==> src/rtl/sw_debounce_pkg.sv <==
// Shared debouncer constants and counter sizing.
// Defaults match the tick-divider configuration; no latency or backpressure here.
package sw_debounce_pkg;

  localparam int DEF_CH       = 10;
  localparam int DEF_STABLE_N = 4;

  // Width that holds 0..stable_n; cnt itself never exceeds stable_n-1.
  function automatic int cnt_w(input int stable_n);
    return $clog2(stable_n + 1);
  endfunction

endpackage

==> src/rtl/sw_debounce_ctr_if.sv <==
// Switch-in / debounced-level-and-pulse-out bundle for sw_debounce_ctr.
// Pure wiring; no latency, no backpressure (inputs sampled every clk).
interface sw_debounce_ctr_if
  import sw_debounce_pkg::*;
#(
  parameter int CH = DEF_CH
);

  logic          iTick;
  logic [CH-1:0] iSW;
  logic [CH-1:0] oSW_d;
  logic [CH-1:0] oRise;
  logic [CH-1:0] oFall;
  logic          oChg;

  modport master (
    output iTick, iSW,
    input  oSW_d, oRise, oFall, oChg
  );

  modport slave (
    input  iTick, iSW,
    output oSW_d, oRise, oFall, oChg
  );

endinterface

==> src/rtl/debounce_ch.sv <==
// One debounce channel: 2-FF sync, tick-driven stability counter, level and edge pulses.
// Latency 2 clk + STABLE_N ticks; no backpressure, pulses are exactly one clk wide.
module debounce_ch
  import sw_debounce_pkg::*;
#(
  parameter int   STABLE_N = DEF_STABLE_N,
  parameter logic RST_BIT  = 1'b0
) (
  input  logic clk,
  input  logic rst,
  input  logic tick,
  input  logic sw_in,
  output logic sw_d,
  output logic rise,
  output logic fall
);

  localparam int             CNT_W = cnt_w(STABLE_N);
  localparam logic [CNT_W-1:0] LAST  = CNT_W'(STABLE_N - 1);

  logic             s1;
  logic             s2;
  logic [CNT_W-1:0] cnt;

  always_ff @(posedge clk or posedge rst) begin
    if (rst) begin
      s1   <= RST_BIT;
      s2   <= RST_BIT;
      sw_d <= RST_BIT;
      cnt  <= '0;
      rise <= 1'b0;
      fall <= 1'b0;
    end else begin
      s1   <= sw_in;
      s2   <= s1;
      rise <= 1'b0;
      fall <= 1'b0;
      if (tick) begin
        if (s2 == sw_d) begin
          // A bounce back to the current level throws away any progress.
          cnt <= '0;
        end else if (cnt == LAST) begin
          sw_d <= s2;
          cnt  <= '0;
          rise <= s2;
          fall <= ~s2;
        end else begin
          cnt <= cnt + CNT_W'(1);
        end
      end
    end
  end

endmodule

==> src/rtl/sw_debounce_ctr.sv <==
// Multi-channel switch debouncer: CH independent debounce_ch slices plus a combined change flag.
// Latency 2 clk + STABLE_N ticks per channel; no backpressure, oChg is combinational from registered pulses.
module sw_debounce_ctr
  import sw_debounce_pkg::*;
#(
  parameter int            CH       = DEF_CH,
  parameter int            STABLE_N = DEF_STABLE_N,
  parameter logic [CH-1:0] RST_VAL  = {CH{1'b0}}
) (
  input  logic               clk,
  input  logic               rst,
  sw_debounce_ctr_if.slave   bus
);

  if (CH < 1) begin : g_bad_ch
    $error("sw_debounce_ctr: CH must be >= 1");
  end
  if (STABLE_N < 1) begin : g_bad_stable
    $error("sw_debounce_ctr: STABLE_N must be >= 1");
  end

  logic [CH-1:0] sw_d;
  logic [CH-1:0] rise;
  logic [CH-1:0] fall;

  for (genvar i = 0; i < CH; i++) begin : g_ch
    debounce_ch #(
      .STABLE_N (STABLE_N),
      .RST_BIT  (RST_VAL[i])
    ) u_ch (
      .clk   (clk),
      .rst   (rst),
      .tick  (bus.iTick),
      .sw_in (bus.iSW[i]),
      .sw_d  (sw_d[i]),
      .rise  (rise[i]),
      .fall  (fall[i])
    );
  end

  assign bus.oSW_d = sw_d;
  assign bus.oRise = rise;
  assign bus.oFall = fall;
  assign bus.oChg  = |(rise | fall);

endmodule

==> src/flat_wrapper.sv <==
// flat-port wrapper written by rule: the top's interface ports become plain ports
module sw_debounce_ctr_flat import sw_debounce_pkg::*;
#(
  parameter int            CH       = DEF_CH,
  parameter int            STABLE_N = DEF_STABLE_N,
  parameter logic [CH-1:0] RST_VAL  = {CH{1'b0}}
)
  (clk, rst, bus_iTick, bus_iSW, bus_oSW_d, bus_oRise, bus_oFall, bus_oChg);
  sw_debounce_ctr_if #(.CH(CH)) bus_i ();
  input  logic clk;
  input  logic rst;
  input wire logic [$bits(bus_i.iTick)-1:0] bus_iTick;
  input wire logic [$bits(bus_i.iSW)-1:0] bus_iSW;
  output wire logic [$bits(bus_i.oSW_d)-1:0] bus_oSW_d;
  output wire logic [$bits(bus_i.oRise)-1:0] bus_oRise;
  output wire logic [$bits(bus_i.oFall)-1:0] bus_oFall;
  output wire logic [$bits(bus_i.oChg)-1:0] bus_oChg;
  assign bus_i.iTick = bus_iTick;
  assign bus_i.iSW = bus_iSW;
  assign bus_oSW_d = bus_i.oSW_d;
  assign bus_oRise = bus_i.oRise;
  assign bus_oFall = bus_i.oFall;
  assign bus_oChg = bus_i.oChg;
  sw_debounce_ctr #(.CH(CH), .STABLE_N(STABLE_N), .RST_VAL(RST_VAL)) u_core (.clk(clk), .rst(rst), .bus(bus_i));
endmodule
==> config.mk <==
export PLATFORM = sky130hd
export DESIGN_NAME = sw_debounce_ctr_flat
export DESIGN_NICKNAME = d
export VERILOG_FILES = /design/src/rtl/sw_debounce_pkg.sv /design/src/rtl/sw_debounce_ctr_if.sv /design/src/rtl/debounce_ch.sv /design/src/rtl/sw_debounce_ctr.sv /design/src/flat_wrapper.sv
export SDC_FILE = /design/constraint.sdc
export NUM_CORES = 1
export LEC_CHECK = 0
export CORE_MARGIN = 2
export CORE_UTILIZATION = 54
export CTS_CLUSTER_DIAMETER = 30
export DETAILED_ROUTE_END_ITERATION = 12
export PLACE_DENSITY = 0.78
export SLEW_MARGIN = 20
export SYNTH_ARGS = -nofsm -noshare
export SYNTH_HDL_FRONTEND = slang
export SYNTH_SLANG_ARGS = --single-unit
==> constraint.sdc <==
create_clock -name clk -period 3.1 [get_ports clk]
set_input_delay 0.465 -clock clk [delete_from_list [all_inputs] [get_ports clk]]
set_output_delay 0.465 -clock clk [all_outputs]
set_load 0.02 [all_outputs]
# Word-level counts from Yosys, hierarchy flattened
# Index checks and enable logic that the tools add are counted.
[word_totals] reg_bits=80 out_inout_bits=31
[classes] add_sub_neg=10 eq_ne=20 mux=80 bitwise=21 n_reduce_logical=11
[ops] operator="1-bit two-way mux" n=60
[ops] operator="3-bit two-way mux" n=20
[ops] operator="3-bit by 1-bit adder with 3-bit output (second input constant)" n=10
[ops] operator="3-bit by 2-bit == test with 1-bit output (second input constant)" n=10
[ops] operator="3-bit AND reduction" n=10
[ops] operator="1-bit inverter" n=20
[ops] operator="1-bit == test" n=10
[ops] operator="10-bit OR" n=1
[ops] operator="10-bit OR reduction" n=1

# Logic depth before layout (Yosys ltp)
[logic_depth] word_depth=4 depth_mapped=4 depth_no_buf=4

# Cells and area by module
# From an unflattened synthesis, not the netlist that was laid out.
[hier_totals] hier_cells=257 hier_area_um2=3295.7
[modules_own_cells] mod="debounce_ch" n_inst=10 cells_per_inst=25 area_per_inst_um2=325.3
[modules_own_cells] mod="sw_debounce_ctr" n_inst=1 cells_per_inst=7 area_per_inst_um2=42.5

# Least setup slack after synthesis
# Ideal clock, no wire load.
[synth_path] path_kind="register to output" start="register u_core.g_ch[7].u_ch.rise" end="output port bus_oChg" t_arrival_ns=0.927 slack_ns=1.708 stages_incl_launch_ff=4 cell_sequence="dfrtp_1 nor4_1 and3_1 nand3_1"
[synth_via] elab_chain_len=2
[synth_lines] element="from (decl)" line_no="debounce_ch.sv:14" source="output logic rise,"
[synth_lines] element="from (signal assigned)" line_no="debounce_ch.sv:31" source="rise <= 1'b0;"
[synth_lines] element="from (signal assigned)" line_no="debounce_ch.sv:36" source="rise <= 1'b0;"
[synth_lines] element="from (signal assigned)" line_no="debounce_ch.sv:45" source="rise <= s2;"
[synth_lines] element="10-bit OR" line_no="sw_debounce_ctr.sv:44" source="assign bus.oChg = |(rise | fall);"
[synth_lines] element="10-bit OR reduction" line_no="sw_debounce_ctr.sv:44"
[synth_lines] element="to (decl)" line_no="flat_wrapper.sv:17" source="output wire logic [$bits(bus_i.oChg)-1:0] bus_oChg;"
# Every way passes these cells.

# Worst setup path after layout
[layout_path] start="register u_core.g_ch[5].u_ch.rise" end="output port bus_oChg"
[layout_via] elab_chain_len=2
[layout_lines] element="from (decl)" line_no="debounce_ch.sv:14"
[layout_lines] element="from (signal assigned)" line_no="debounce_ch.sv:31"
[layout_lines] element="from (signal assigned)" line_no="debounce_ch.sv:36"
[layout_lines] element="from (signal assigned)" line_no="debounce_ch.sv:45"
[layout_lines] element="10-bit OR" line_no="sw_debounce_ctr.sv:44"
[layout_lines] element="10-bit OR reduction" line_no="sw_debounce_ctr.sv:44"
# Every way passes these cells.

==> reports/results.tsv <==
metric	value	unit
Final nets	323	
predominant post-synthesis flop cell	dfrtp_1	
asr flop ratio synth	100	%
Syn-to-layout area delta	14.6	%
Cells after Synth	278	
GRT overflow	0	
htree depth	3	
hold_ws	0.350	ns
Worst Path Max Fanout	2	
Sink Count	80	
largest area contributor in the netlist	dfrtp_1	
dpl hpwl	3520	µm
DR vias	1941	
Synth Warn #	0	
Worst Max-Slew Pin Slew	0.663	ns
layout cells sized above 1	10.8	%
core box area	0.00596	mm²
kind of critical path	reg2out	
Overall Global Routing Usage	16.9	%
Critical Path AT	2.07	ns
Die Y-Extent	82.7	µm
largest net degree at the start of global routing	42	
most frequent cells in the layout	dfrtp_1 (80), clkdlybuf4s50_1 (42), nor3b_1 (20)	
TritonCTS clock tree	done	
PwrDens	792	mW/mm²
Setup TNS	0	ns
starting density of the core	56.2	%
# diodes	0	
worst vdd ir	0.366	mV
Root Driver	clkbuf_8	
vias in the first global route	1856	
dpl cells	364	
Horiz. Die Dim	82.7	µm
number of routed nets with antenna violations	0	
Finished Cell Area	0.00384	mm²
# hold bufs at CTS	0	
hold crit path type	reg2reg	
CP Launch Type	flip-flop	
FF+latch count, synth	80	
FP Rows	28	
commonest non-fill, non-tap cell in the layout	dfrtp_1	
endpoints failing hold	0	
CTS buffer count	9	
CTS clk-pin slew, worst paths	0.07	ns
fin cells	380	
Skew-Pair Late Insertion Delay	0.33	ns
Req. time, crit path	2.63	ns
leak pwr	1.73	nW
final period utilization	81.8	%
die area	0.00685	mm²
slew margin rel.	55.7	%
DRT Wirelength	5020	µm
RSZ-0062 raised after global routing	no	
DRC viols	0	
Post-CTS Setup Inserts	0	
Top Ports	44	
Seq/Total Area, Yosys	59.8	%
Tmin final	2.54	ns
area fraction of the dominant cell type after synthesis	59.8	%
Synth Area per Inst	12.0	µm²
Max Slew Vio Count	0	
run status	completed	
clk buf depth	2	
worst setup skew after layout	0.00790	ns
antenna violations before repair	0	
placer congestion estimate	0.713	
first-pass GRT wire length	8440	µm
syn nets	301	
via/cell ratio	5.11	
final core occ	64.5	%
DR iter-0 viols	100	
Max Cap Viol	0	
area post-placement	0.00364	mm²
Post-CTS Resized	0	
Setup crit end kind	output pin	
fmax	394	MHz
Post-synth EDFFs	0	
wire per inst	13.2	µm
Cell Area, Synth	0.00335	mm²
Synth area leaders	dfrtp_1 (60%), buf_4 (7.2%), nor3b_1 (4.5%), mux2_2 (4.4%), ha_1 (3.7%)	
count of different cell masters after synthesis	26	
drt first pass iters	4	
port bufs	43	
Setup Viol. Count Final	0	
-- routing by layer --
metal	GRT usage, %	share of wire, %	vias up
met5	0	0	-
met4	6.39	1.6	0
met3	5.54	4.1	7
met2	26.7	49	30
met1	21.8	46	956
li1	-	-	948
-- critical path: stages, from the launching register on --
cell and delay [ns]:
dfrtp_1 0.38, nor4_1 0.44, and3_1 0.29, nand3_1 0.08
clkdlybuf4s50_1 0.55
-- report_power, final --
part / leakage [nW] / internal [mW] / total, mW / switching [mW]
sequential: 1.04 / 1.24 / 1.41 / 0.173
clock: 0.103 / 0.415 / 0.762 / 0.347
combinational: 0.590 / 0.458 / 0.864 / 0.406
-- cell families (layout without fill, tap and decap cells) --
logic type | Yosys count | count (layout) | synth area share [%]
AOI/OAI and AO/OA | 34 | 34 | 6.35
buffers and inverters | 54 | 81 | 9.75
DFF | 80 | 80 | 59.8
muxes | 13 | 13 | 4.37
adders and majority gates | 10 | 10 | 3.74
xor gates and xnor gates | 10 | 10 | 2.62
and+or+nand+nor | 77 | 77 | 13.4
-- cells in the mapped netlist (3+ instances only) --
| cell type | number |
|---|---|
| a21o_1 | 5 |
| and2_1 | 3 |
| buf_2 | 3 |
| buf_4 | 32 |
| dfrtp_1 | 80 |
| ha_1 | 10 |
| inv_1 | 18 |
| mux2_2 | 13 |
| nand2_1 | 15 |
| nand2b_1 | 14 |
| nand3_1 | 6 |
| nor2_1 | 5 |
| nor2b_1 | 3 |
| nor3_1 | 3 |
| nor3b_1 | 20 |
| nor4_1 | 5 |
| o21a_1 | 5 |
| o21ai_0 | 6 |
| o21ai_1 | 6 |
| o22ai_1 | 10 |
| xnor2_1 | 8 |
-- flip-flops by register name (all words and copies together), names as in the netlist --
register	count
u_core.g_ch.u_ch.sw_d	10
u_core.g_ch.u_ch.fall	10
u_core.g_ch.u_ch.s1	10
u_core.g_ch.u_ch.rise	10
u_core.g_ch.u_ch.cnt	30
u_core.g_ch.u_ch.s2	10
-- through the flow --
step / worst slack [ns] / total power [mW]
floorplan: 0.583 / 2.10
CTS: 0.515 / 3.07
global placement: 1.00 / 2.25
global route: 0.490 / 3.24
finish: 0.565 / 3.04
detailed placement: 0.894 / 2.30
-- path summary, 6_finish.rpt --
path	from	endpoint	slack [ns]	cells after the start
max in group asynchronous	rst	u_core.g_ch[0].u_ch.cnt[0]	1.82	3
setup / recovery	u_core.g_ch[5].u_ch.rise	bus_oChg	0.56	4
setup reg to reg	u_core.g_ch[4].u_ch.cnt[0]	u_core.g_ch[4].u_ch.sw_d	1.76	4
hold reg to reg	u_core.g_ch[4].u_ch.s1	u_core.g_ch[4].u_ch.s2	0.35	0
min in group asynchronous	rst	u_core.g_ch[6].u_ch.s1	0.52	2
hold / removal	u_core.g_ch[4].u_ch.s1	u_core.g_ch[4].u_ch.s2	0.35	0
-- final cells by class --
type                    instances  area [µm²]
multi-input cells             144        1020
well taps                      75        93.8
fillers                       445        2120
clock inverters                 3        40.0
repair buffers                 47         455
inverters                      18        68.8
flip-flops and latches         80        2000
clock buffers                  13         159
Power figures use the tool's default switching activity.
